--- src/rtl/serial_subtractor_pkg.sv ---
// Shared types and helpers for the bit-serial subtractor.
package serial_subtractor_pkg;

    // Sequencing states of the subtractor.
    typedef enum logic [1:0] {
        StIdle = 2'd0,
        StRun  = 2'd1,
        StDone = 2'd2
    } state_e;

    // Width of the bit counter, which counts 0..width-1.
    function automatic int unsigned cnt_width(input int unsigned width);
        return (width < 2) ? 1 : $clog2(width);
    endfunction

endpackage

--- src/rtl/fullsubtractor.sv ---
// Combinational 1-bit full subtractor: a - b - bin.
module fullsubtractor (
    input  logic a_i,
    input  logic b_i,
    input  logic bin_i,
    output logic d_o,
    output logic bout_o
);

    // Difference bit and borrow-out of a single bit position.
    always_comb begin
        d_o    = a_i ^ b_i ^ bin_i;
        bout_o = (~a_i & b_i) | (~(a_i ^ b_i) & bin_i);
    end

endmodule

--- src/rtl/serial_subtractor.sv ---
// Bit-serial LSB-first subtractor: diff = a - b over WIDTH cycles with one cell.
module serial_subtractor
    import serial_subtractor_pkg::*;
#(
    parameter int unsigned WIDTH = 8
) (
    input  logic             clk,
    input  logic             rst,
    input  logic             start_i,
    input  logic [WIDTH-1:0] a_i,
    input  logic [WIDTH-1:0] b_i,
    output logic             busy_o,
    output logic             done_o,
    output logic [WIDTH-1:0] diff_o,
    output logic             bout_o,
    output logic             ovf_o
);

    localparam int unsigned CntW = cnt_width(WIDTH);
    localparam logic [CntW-1:0] CntLast = CntW'(WIDTH - 1);

    state_e state_q, state_d;

    logic [WIDTH-1:0] ra_q, rb_q, diff_q;
    logic [CntW-1:0]  cnt_q;
    logic             br_q, sa_q, sb_q, bout_q, ovf_q;

    logic load, shift, last;
    logic cell_d, cell_bout;

    fullsubtractor u_cell (
        .a_i    (ra_q[0]),
        .b_i    (rb_q[0]),
        .bin_i  (br_q),
        .d_o    (cell_d),
        .bout_o (cell_bout)
    );

    assign last = (cnt_q == CntLast);

    // State register.
    always_ff @(posedge clk or posedge rst) begin
        if (rst) begin
            state_q <= StIdle;
        end else begin
            state_q <= state_d;
        end
    end

    // Next-state logic; start is only looked at in idle.
    always_comb begin
        state_d = state_q;
        unique case (state_q)
            StIdle:  if (start_i) state_d = StRun;
            StRun:   if (last) state_d = StDone;
            StDone:  state_d = StIdle;
            default: state_d = StIdle;
        endcase
    end

    // Decoded controls and status outputs.
    always_comb begin
        busy_o = (state_q != StIdle);
        done_o = (state_q == StDone);
        load   = (state_q == StIdle) && start_i;
        shift  = (state_q == StRun);
    end

    // Datapath: operand capture, serial shift, borrow flop, counter and result flags.
    always_ff @(posedge clk or posedge rst) begin
        if (rst) begin
            ra_q   <= '0;
            rb_q   <= '0;
            diff_q <= '0;
            cnt_q  <= '0;
            br_q   <= 1'b0;
            sa_q   <= 1'b0;
            sb_q   <= 1'b0;
            bout_q <= 1'b0;
            ovf_q  <= 1'b0;
        end else if (load) begin
            ra_q   <= a_i;
            rb_q   <= b_i;
            diff_q <= '0;
            cnt_q  <= '0;
            br_q   <= 1'b0;
            sa_q   <= a_i[WIDTH-1];
            sb_q   <= b_i[WIDTH-1];
            bout_q <= 1'b0;
            ovf_q  <= 1'b0;
        end else if (shift) begin
            ra_q   <= {1'b0, ra_q[WIDTH-1:1]};
            rb_q   <= {1'b0, rb_q[WIDTH-1:1]};
            diff_q <= {cell_d, diff_q[WIDTH-1:1]};
            cnt_q  <= cnt_q + 1'b1;
            br_q   <= cell_bout;
            // Flags are settled on the last bit so they are already valid during done.
            if (last) begin
                bout_q <= cell_bout;
                ovf_q  <= (sa_q != sb_q) && (cell_d != sa_q);
            end
        end
    end

    assign diff_o = diff_q;
    assign bout_o = bout_q;
    assign ovf_o  = ovf_q;

endmodule

--- config.mk ---
export PLATFORM = sky130hd
export DESIGN_NAME = serial_subtractor
export DESIGN_NICKNAME = d
export VERILOG_FILES = /design/src/rtl/serial_subtractor_pkg.sv /design/src/rtl/fullsubtractor.sv /design/src/rtl/serial_subtractor.sv
export SDC_FILE = /design/constraint.sdc
export NUM_CORES = 1
export LEC_CHECK = 0
export BUFFER_PORTS_ARGS = -buffer_cell sky130_fd_sc_hd__buf_4
export CAP_MARGIN = 10
export CORE_UTILIZATION = 25
export CTS_BUF_LIST = sky130_fd_sc_hd__clkbuf_4 sky130_fd_sc_hd__clkbuf_8 sky130_fd_sc_hd__clkbuf_16
export CTS_CLUSTER_DIAMETER = 100
export DETAILED_ROUTE_END_ITERATION = 10
export SYNTH_ARGS = -nofsm -noshare
export SYNTH_HDL_FRONTEND = slang
export SYNTH_SLANG_ARGS = --single-unit
--- constraint.sdc ---
create_clock -name clk -period 1.7 [get_ports clk]
set_input_delay 0.34 -clock clk [delete_from_list [all_inputs] [get_ports clk]]
set_output_delay 0.34 -clock clk [all_outputs]
set_load 0.005 [all_outputs]
# Yosys cells after proc, flatten, opt, wreduce, memory -nomap -nowiden
# Index checks and enable logic that the tools add are counted.
# Widths: inputs -> output; s select.
# op_classes
n_addsub	1
n_eq_ne	7
mux	19
n_bitwise	7
reduce_logical	8
# ops
op	n
$mux 8	6
$mux 1	8
$mux 3	2
$reduce_bool 2->1	3
$mux 2	2
$pmux 2 s2	1
$reduce_and 2->1	2
$add 3x1->3 const B	1
$eq 3x3->1 const B	1
$and 1x1->1	2
$eq 2x1->1 const B	1
$eq 2x2->1 const B	1
$logic_and 1x1->1	2
$logic_not 2->1	1
$ne 1x1->1	2
$ne 2x1->1 const B	1
$ne 2x2->1 const B	1
$not 1->1	2
$xor 1x1->1	2
$or 1x1->1	1
# totals
reg_bits	34
input_bits	19
out_inout_bits	12
wordCells	52

# Logic depth before layout (Yosys ltp)
# Gate-level depths: netlist (run 1).
# logic_depth
depth_word	7
ltp_mapped	5
ltp_nobuf	5

# By module
# From an unflattened synthesis (run 1), not the netlist that was laid out.
# unflattened
hier_cells	147
area_unflattened_um2	1462.7
# modules_own_cells
mod	instances	cells_per_inst	area_each_um2	seq_area_each_um2
serial_subtractor	1	143	1431.4	850.8
fullsubtractor	1	4	31.3	0.0

# Worst setup path before layout (run 1)
# Ideal clock, no wire load.
# synth_timing
path_kind	reg2reg
start	register br_q
end	register ovf_q (netlist: ovf_o)
setup_ps	129
arrival_time_ps	1322
required_ps	1571
slack_ps	249
path_stages_with_launch	5
synth_period_minus_slack_ps	1451
path_cell_list	dfrtp_1 -> fa_1 -> nor2_1 -> a221oi_1 -> nor3_1
# synth_between
elab_chain_len	6
# synth_lines
element	line	source
start: declaration	serial_subtractor.sv:26	logic br_q, sa_q, sb_q, bout_q, ovf_q;
start signal: assignment	serial_subtractor.sv:96	br_q <= cell_bout;
$xor 1x1->1	fullsubtractor.sv:12	d_o = a_i ^ b_i ^ bin_i;
$ne 1x1->1	serial_subtractor.sv:100	ovf_q <= (sa_q != sb_q) && (cell_d != sa_q);
$logic_and 1x1->1	serial_subtractor.sv:100	
$mux 1	serial_subtractor.sv:98	if (last) begin
$mux 1	serial_subtractor.sv:91	end else if (shift) begin
$mux 1	serial_subtractor.sv:81	end else if (load) begin
end signal: assignment	serial_subtractor.sv:100	
end: declaration	serial_subtractor.sv:26	
# Every way passes these cells. The select of a mux whose other input is x is not followed.
# A chain may end at the register's enable or synchronous reset.

# Final worst setup path (run 1)
# layout_timing
start	register state_q[0]
end	output port busy_o
# layout_between
elab_chain_len	1
# layout_lines
element	line	source
start: declaration	serial_subtractor.sv:22	state_e state_q, state_d;
start signal: assignment	serial_subtractor.sv:44	state_q <= StIdle;
start signal: assignment	serial_subtractor.sv:46	state_q <= state_d;
$reduce_bool 2->1	serial_subtractor.sv:63	busy_o = (state_q != StIdle);
end: declaration	serial_subtractor.sv:12	output logic busy_o,
# Every way passes these cells.

==> results.cfg, run 1 <==
[clock_tree]
numCtsBuffers = 5
cts.repair.resized = 0
clkLatencyLatePin_ns = 0.28
path_clk_slew_ns = 0.07
cts_max_path_buffers = 2
htreeDepth = 2
post_cts_buffers = 0
cts_tree = done
root_buffer = clkbuf_8
cts.sinks = 34
holdBufCountCts = 0

[yosys]
ys_seq_elements = 34
synth.cell_area_um2 = 1460
ys_types = 25
synth_top_family_by_area = simple AND/OR/NAND/NOR gates
synthAdderAreaFrac_pct = 3.09
yosys.area_share.simple_pct = 17.6
syn_inst = 144
synthXorXnorAreaFrac_pct = 0
synth.mux.area_fraction_pct = 1.55
yosysWarningCount = 0
syn_area_per_cell_um2 = 10.1
synth_compound_area_share_pct = 15.2
synth_fp_nets = 166
yosysSeqAreaShare_pct = 58.4

[global_route]
grt_max_degree = 35
antenna_found_initial = 0
grt_pass1_vias = 1131
globalRouteTotalUtil_pct = 11.6
overflow = 0
grt_pass1_wl_um = 5400

[finish]
fin_area_um2 = 1880
layoutNonFillerInstCount = 251
multiInputGateArea_um2 = 554
drive_above_1_share_pct = 27.4
n_antenna_cell = 0
num-fill-cells = 574
final_nets = 200
synthToLayoutAreaGrowth_pct = 29.0
layout_common_cells = 51 x nand2_1, 35 x buf_4, 34 x dfrtp_1, 14 x a22oi_1, 11 x o21ai_0
seq_area_um2 = 851
final_common_cell = nand2_1

[power]
powerDensity_nw_per_um2 = 1700
max-vdd-ir-drop_v = 0.000645
cellLeakagePower_nw = 0.924

[setup_path]
crit_type = register to output pin
critPathArrivalTime_ns = 1.20
start_kind = register
worstSetupEndpointType = output pin
crit_required_ns = 1.36
cp_max_fo = 7

[drt]
drt_iter0_drc = 39
drtAntennaViolNets = 0
wirelength_um = 2990
dr.pass1.iters = 4
wl_per_cell_um = 11.9
drcViolationCount = 0
routed_via_density = 4.43
num_vias = 1113

[timing]
setup_ws_ns = 0.163
tightestPinTransition_ns = 0.740
slew_headroom_pct = 50.6
fin_setup_tns_ns = 0
hold_viol = 0
finClkSkew_ns = 0.00188
period_needed_ns = 1.54
rsz0062_at_grt = no
maxSlewViolCount = 0
setup_viol = 0
finalCritPeriodShare_pct = 90.4
max_freq_mhz = 651

[die]
die-area_um2 = 6130
num_io_pins = 31
rows = 27
initial_core_util_pct = 26.1
die_height_um = 78.3
die_w_um = 78.3
fp.coreArea_um2 = 5570

[placement]
portBuffers = 30
gp_congestion = 0.662
hpwl_um = 2020
post-place-ws_ns = 0.200
placed_area_um2 = 1770
place_inst = 243

[run_status]
status = finished clean

[worst_hold_path]
hp-class = input pin to async pin

[flow_run]
drv_cap = 0
flip-flops by register name (all words and copies together) (netlist names):
register	count
diff_o	8
ra_q	8
rb_q	8
cnt_q	3
state_q	2
bout_o	1
br_q	1
ovf_o	1
sa_q	1
sb_q	1
cells by family after synthesis:
group | Yosys count
adders and majority gates | 3
and+or+nand+nor | 61
muxes | 2
buffers and inverters | 11
AOI/OAI and AO/OA | 33
DFF | 34
synth_stat cells:
| library cell | instances | area [µm²] |
|---|---|---|
| nand2_1 | 51 | 191 |
| dfrtp_1 | 34 | 851 |
| a22oi_1 | 14 | 105 |
| o21ai_0 | 11 | 55.1 |
| buf_2 | 6 | 30.0 |
| inv_1 | 3 | 11.3 |
| nor2b_1 | 3 | 18.8 |
| a21oi_1 | 2 | 10.0 |
| a22o_1 | 2 | 17.5 |
| ha_1 | 2 | 25.0 |
| mux2_2 | 2 | 22.5 |
| a221oi_1 | 1 | 8.76 |
| buf_4 | 1 | 7.51 |
| buf_6 | 1 | 11.3 |
| fa_1 | 1 | 20.0 |
| nand2b_1 | 1 | 6.26 |
| nand3_1 | 1 | 5.00 |
| nand3b_1 | 1 | 7.51 |
| nor2_1 | 1 | 3.75 |
| nor3_1 | 1 | 5.00 |
| nor3b_2 | 1 | 12.5 |
| o21bai_1 | 1 | 7.51 |
| o21bai_2 | 1 | 11.3 |
| o22ai_1 | 1 | 6.26 |
| or2_2 | 1 | 6.26 |
worst max-delay path: stages (launching register included):
cell and delay, ns:
dfrtp_1 0.46, or2_2 0.32, buf_4 0.14
metrics by stage:
stage / util [%] / power [W] / hold slack (ns)
after floorplan: - / 0.00213 / 0.446
after detailed placement: 31.7 / 0.00255 / 0.463
after CTS: 33.7 / 0.00325 / 0.163
after global placement: 31.7 / 0.00251 / 0.458
after global routing: 33.7 / 0.00349 / 0.181
final: 33.7 / 0.00320 / 0.146
layout make-up:
type / count / share of cell area (%)
sequential: 34 / 45.3
clock buffer: 8 / 5.86
inverter: 3 / 0.599
multi-input combinational: 99 / 29.5
timing repair buffer: 35 / 14.0
tap: 72 / 4.79
final timing paths:
| check | startpoint | to | slack (ns) | depth (start not counted) |
|---|---|---|---|---|
| max | state_q[0] | busy_o | 0.16 | 2 |
| min | rst | rb_q[4] | 0.15 | 3 |
| max reg2reg | br_q | ovf_o | 0.20 | 4 |
| min reg2reg | ra_q[1] | ra_q[1] | 0.48 | 2 |
| max in group asynchronous | rst | ra_q[3] | 1.24 | 3 |
| min in group clk | b_i[3] | rb_q[3] | 0.27 | 3 |
where the power goes:
part	leakage (nW)	total (W)	switching [W]	internal (W)
sequential	0.436	0.00136	0.000221	0.00114
clock	0.0575	0.000684	0.000275	0.000409
combinational	0.430	0.00115	0.000610	0.000539
total	0.924	0.00320	0.00111	0.00209
layer usage:
| metal | track usage [%] | share of wire (%) | wire (µm) |
|---|---|---|---|
| met4 | 5.56 | 1.7 | 50 |
| met5 | 0 | 0 | 0 |
| met3 | 3.60 | 5.3 | 158 |
| met1 | 15.4 | 48 | 1450 |
| met2 | 16.8 | 45 | 1330 |
(Power assumes the default switching activity.)
==> inputs of run 2 (changes only) <==
--- a/config.mk
+++ b/config.mk
@@ -11,6 +11,7 @@
 export CTS_BUF_LIST = sky130_fd_sc_hd__clkbuf_4 sky130_fd_sc_hd__clkbuf_8 sky130_fd_sc_hd__clkbuf_16
 export CTS_CLUSTER_DIAMETER = 100
 export DETAILED_ROUTE_END_ITERATION = 10
+export GPL_TIMING_DRIVEN = 0
 export SYNTH_ARGS = -nofsm -noshare
 export SYNTH_HDL_FRONTEND = slang
 export SYNTH_SLANG_ARGS = --single-unit
==> run 2 against run 1 <==
Sequential power about the same. Maximum frequency is 0.84% lower. Combinational power grew 3%. Largest power group unchanged. Design area rose by 0.80%. Clock skew is essentially flat. Count of clock-buffer cells in the layout fell by 1. Critical path type is now register to register.
==> results.cfg, run 2 (synthesized netlist as in run 1, its figures left out) <==
[placement]
hpwl_um = 2160
place_inst = 247
gp_congestion = 0.719
portBuffers = 30

[setup_path]
start_kind = register
reg2reg_from = br_q
critPathArrivalTime_ns = 1.71
cp_max_fo = 3
worstSetupEndpointType = register
startpoint = br_q
crit_type = register to register
crit_required_ns = 1.86

[die]
die-area_um2 = 6130
initial_core_util_pct = 26.1
fp.coreArea_um2 = 5570
num_io_pins = 31
die_w_um = 78.3
die_height_um = 78.3
rows = 27

[power]
pwr-share-seq_pct = 42.8
switching_share_pct = 35.4
pwr-share-clk_pct = 19.7
powerDensity_nw_per_um2 = 1670
p_int_w = 0.00205
p_sw_w = 0.00112
cellLeakagePower_nw = 0.942
combPwrFrac_pct = 37.5
max-vdd-ir-drop_v = 0.000518

[clock_tree]
cts.sinks = 34
htreeDepth = 2
clkLatencyLatePin_ns = 0.28
cts_tree = done
cts_max_path_buffers = 2
cts.repair.resized = 0
holdBufCountCts = 0
root_buffer = clkbuf_8
post_cts_buffers = 0
path_clk_slew_ns = 0.07
numCtsBuffers = 5

[finish]
drive_above_1_share_pct = 28.4
synthToLayoutAreaGrowth_pct = 30.1
final_common_cell = nand2_1
final_nets = 204
layoutNonFillerInstCount = 255
n_antenna_cell = 0
layout_common_cells = 51 x nand2_1, 34 x dfrtp_1, 31 x buf_4, 14 x a22oi_1, 11 x o21ai_0
num-fill-cells = 600

[timing]
maxSlewViolCount = 0
hold_viol = 0
setup_viol = 0
finClkSkew_ns = 0.00218
rsz0062_at_grt = no
fin_setup_tns_ns = 0
period_needed_ns = 1.55
slew_headroom_pct = 53.7
tightestPinTransition_ns = 0.693
max_freq_mhz = 645
finalCritPeriodShare_pct = 91.2

[drt]
drt_iter0_drc = 72
wirelength_um = 3070
drcViolationCount = 0
dr.pass1.iters = 4
num_vias = 1116
wl_per_cell_um = 12.1
routed_via_density = 4.38
drtAntennaViolNets = 0

[worst_hold_path]
hp-class = input pin to async pin

[global_route]
overflow = 0
globalRouteTotalUtil_pct = 11.2
grt_pass1_wl_um = 5250
grt_max_degree = 21
grt_busiest_layer = met2
antenna_found_initial = 0
grtUsageMet1_pct = 15.3
grtUsageMet2_pct = 15.4
grt_util_met3_pct = 4.77
grt_pass1_vias = 1089

[flow_run]
drv_cap = 0

[run_status]
status = finished clean
[run 2: worst max-delay path: stages, from the launching register on]
cell and delay, ns:
dfrtp_1 0.40, fa_1 0.60, nor2_1 0.06, a221oi_1 0.29, nor3_1 0.08
[run 2: final timing paths]
path	slack (ns)	end	cells past startpoint
worst min-delay path	0.17	rb_q[6]	2
max in group asynchronous	1.00	cnt_q[0]	3
min in group clk	0.27	rb_q[5]	3
worst max register to register	0.15	ovf_o	4
worst min register to register	0.48	rb_q[2]	2
worst max-delay path	0.15	ovf_o	4
[run 2: per-layer routing]
metal	up-vias	share of wire, %	wire length, µm
met5	-	0	0
met4	0	1.0	31
met2	31	42	1300
met3	4	4.9	152
li1	562	-	-
met1	519	52	1590
[run 2: cell type report]
class | instances | area, µm² | share of cell area [%]
Sequential cell | 34 | 851 | 44.9
Multi-Input combinational cell | 99 | 546 | 28.8
Timing Repair Buffer | 31 | 253 | 13.3
Clock buffer | 7 | 90.1 | 4.76
Tap cell | 72 | 90.1 | 4.76
Buffer | 8 | 48.8 | 2.58
Inverter | 3 | 11.3 | 0.594
Clock inverter | 1 | 5.00 | 0.264
[run 2: stage by stage]
stage / instance area [µm²] / hold slack [ns] / power [W] / util, % / worst slack [ns]
final: 1890 / 0.166 / 0.00317 / 34.0 / 0.150
after floorplan: 1460 / 0.446 / 0.00213 / - / 0.249
after global routing: 1890 / 0.211 / 0.00345 / 34.0 / 0.0963
after detailed placement: 1800 / 0.463 / 0.00258 / 32.3 / 0.155
after CTS: 1890 / 0.184 / 0.00322 / 34.0 / 0.133
after global placement: 1770 / 0.461 / 0.00254 / 31.8 / 0.0934
[run 2: power by group through the flow]
stage | registers [W] | logic (W) | clock network [W]
2_1_floorplan | 0.00133 | 0.000798 | 0
3_3_place_gp | 0.00137 | 0.00118 | 0
6_report | 0.00136 | 0.00119 | 0.000624
4_1_cts | 0.00136 | 0.00121 | 0.000647
5_1_grt | 0.00140 | 0.00136 | 0.000685
3_5_place_dp | 0.00137 | 0.00120 | 0
==> inputs of run 3 (changes only) <==
--- a/config.mk
+++ b/config.mk
@@ -6,12 +6,13 @@
 export NUM_CORES = 1
 export LEC_CHECK = 0
 export BUFFER_PORTS_ARGS = -buffer_cell sky130_fd_sc_hd__buf_4
-export CAP_MARGIN = 10
-export CORE_UTILIZATION = 25
+export CORE_UTILIZATION = 53
 export CTS_BUF_LIST = sky130_fd_sc_hd__clkbuf_4 sky130_fd_sc_hd__clkbuf_8 sky130_fd_sc_hd__clkbuf_16
 export CTS_CLUSTER_DIAMETER = 100
 export DETAILED_ROUTE_END_ITERATION = 10
 export GPL_TIMING_DRIVEN = 0
+export PLACE_DENSITY = 0.78
 export SYNTH_ARGS = -nofsm -noshare
 export SYNTH_HDL_FRONTEND = slang
+export SYNTH_HIERARCHICAL = 1
 export SYNTH_SLANG_ARGS = --single-unit
==> run 3 against run 2 <==
First-iteration DRC count fell by 69%. Synthesized cell count rose by 2.1%. Clock power fell by 31%. Largest power group unchanged. Sequential power barely moved. Design area shrank 4.2%. Critical path depth down 2. Critical endpoint is now busy_o.
==> results.cfg, run 3 <==
[die]
die-area_um2 = 2970
rows = 18
die_w_um = 54.5
num_io_pins = 31
die_height_um = 54.5
initial_core_util_pct = 57.5
fp.coreArea_um2 = 2540

[setup_path]
crit_chain = or2_2, buf_4
crit_buf_inv = 1
start_kind = register
r2r_cells = 3
reg2reg_from = state_q[1]
startpoint = state_q[1]
critPathArrivalTime_ns = 1.23
crit_slowest_cell = dfrtp_1
rr_endpoint = br_q
crit_type = register to output pin
r2r_setup_slack_ns = 0.23
cp_max_fo = 7
crit_required_ns = 1.36
worstSetupEndpointType = output pin
slowest_delay_ns = 0.45
cp_top_family = flip-flops

[global_route]
grt_pass1_wl_um = 4690
overflow = 0
grtUsageMet2_pct = 37.0
grtUsageMet1_pct = 28.3
globalRouteTotalUtil_pct = 23.0
grt_max_degree = 35
grt_util_met3_pct = 8.33
antenna_found_initial = 0
grt_busiest_layer = met2
grt_pass1_vias = 1056

[worst_hold_path]
worstHoldEndpoint = rb_q[3]
whs_path_depth = 3
hp-class = input pin to register
holdCritStartpoint = b_i[3]

[finish]
final_nets = 208
n_antenna_cell = 0
drive_above_1_share_pct = 26.3
layout_common_cells = 52 x nand2_1, 34 x dfrtp_1, 32 x buf_4, 14 x a22oi_1, 12 x o21ai_0
fin_area_um2 = 1820
synthToLayoutAreaGrowth_pct = 24.1
finish.utilization_pct = 71.3
final_common_cell = nand2_1

[yosys]
synth.largest_area_cell = dfrtp_1
yosysMostFrequentCell = nand2_1
syn_area_per_cell_um2 = 9.95
syn_inst = 147
ys_seq_elements = 34
yosysSeqAreaShare_pct = 58.2
synth_top_area_share_pct = 58.2
yosysWarningCount = 6
synth.cell_area_um2 = 1460
ys.flop_type = dfrtp_1
ys_types = 24
ys_async_sr_fraction_pct = 100
synth_edf_count = 0
ys_top_cells_by_count = 52 x nand2_1, 34 x dfrtp_1, 14 x a22oi_1, 12 x o21ai_0, 5 x inv_1
synth_fp_nets = 169
synth.area.top_cells = dfrtp_1 58%, nand2_1 13%, a22oi_1 7.2%, o21ai_0 4.1%, ha_1 1.7%

[clock_tree]
path_clk_slew_ns = 0.10
clkLatencyLatePin_ns = 0.33
root_buffer = clkbuf_4
cts.sinks = 34
cts.repair.resized = 0
cts_max_path_buffers = 2
numCtsBuffers = 5
htreeDepth = 2
cts_tree = done

[placement]
hpwl_um = 2020
gp_congestion = 0.754
placed_area_um2 = 1730
portBuffers = 30

[timing]
hold_viol = 0
period_needed_ns = 1.57
slew_headroom_pct = 69.9
rsz0062_at_grt = no
max_freq_mhz = 638
tightestPinTransition_ns = 0.448
fin_setup_tns_ns = 0
finClkSkew_ns = 0.00789
setup_viol = 0
maxSlewViolCount = 0
finalCritPeriodShare_pct = 92.2

[drt]
drt_iter0_drc = 22
wl_per_cell_um = 13.2
dr.pass1.iters = 4
drtAntennaViolNets = 0
drcViolationCount = 0
routed_via_density = 5.31
num_vias = 1147
wirelength_um = 2840

[power]
max-vdd-ir-drop_v = 0.00103
powerDensity_nw_per_um2 = 1640
cellLeakagePower_nw = 0.930

[flow_run]
drv_cap = 0

[run_status]
status = finished clean
==> run 3: where the power goes <==
group	switching, W	total [W]	leakage (nW)	internal (W)
Combinational	0.000635	0.00119	0.462	0.000557
Sequential	0.000220	0.00136	0.436	0.00114
Clock	0.000245	0.000433	0.0322	0.000188
==> run 3: cell families after synthesis <==
logic type / share of synthesized area, %
adders and majority gates: 3.08
AOI/OAI and AO/OA: 14.5
DFF: 58.2
muxes: 1.54
and+or+nand+nor: 18.6
buffers and inverters: 4.19
==> run 3: worst max path at each step <==
stage / endpoint / slack (ns) / depth (start not counted)
after floorplan: ovf_o / 0.31 / 4
after global placement: state_q[0] / 0.21 / 2
after detailed placement: ra_q[4] / 0.17 / 2
after CTS: busy_o / 0.13 / 2
after global routing: busy_o / 0.05 / 2
final: busy_o / 0.13 / 2
==> run 3: metrics by stage <==
stage	hold WS (ns)	total power, W	setup slack, ns	instances
floorplan	0.446	0.00212	0.309	147
global route	0.221	0.00325	0.0495	216
detailed placement	0.465	0.00256	0.169	207
finish	0.226	0.00298	0.133	216
global placement	0.459	0.00249	0.215	207
CTS	0.215	0.00299	0.127	214
==> run 3: final cells by class <==
cell class                 count  area [µm²]
tap                           30        37.5
clock buffer                   7        52.6
multi-input combinational    100         551
fill                         181         729
sequential                    34         851
buffer                         8        42.5
timing repair buffer          32         263
inverter                       5        18.8
==> run 3: repair_timing <==
action                    CTS  global route
hold endpoints to repair    0            10
hold buffers                0             1
buffers inserted            0             0
==> run 3: worst min-delay path, delay by kind of cell <==
family / cells / cell delay (ns)
AND/OR/NAND/NOR: 1 / 0.05
AO/OA/AOI/OAI: 1 / 0.05
buffers and inverters: 1 / 0.08
==> run 3: routing by layer <==
layer | part of all wire (%) | up-vias
met3 | 3.8 | 5
met1 | 46 | 545
li1 | - | 574
met2 | 49 | 23
met5 | 0 | -
met4 | 1.1 | 0
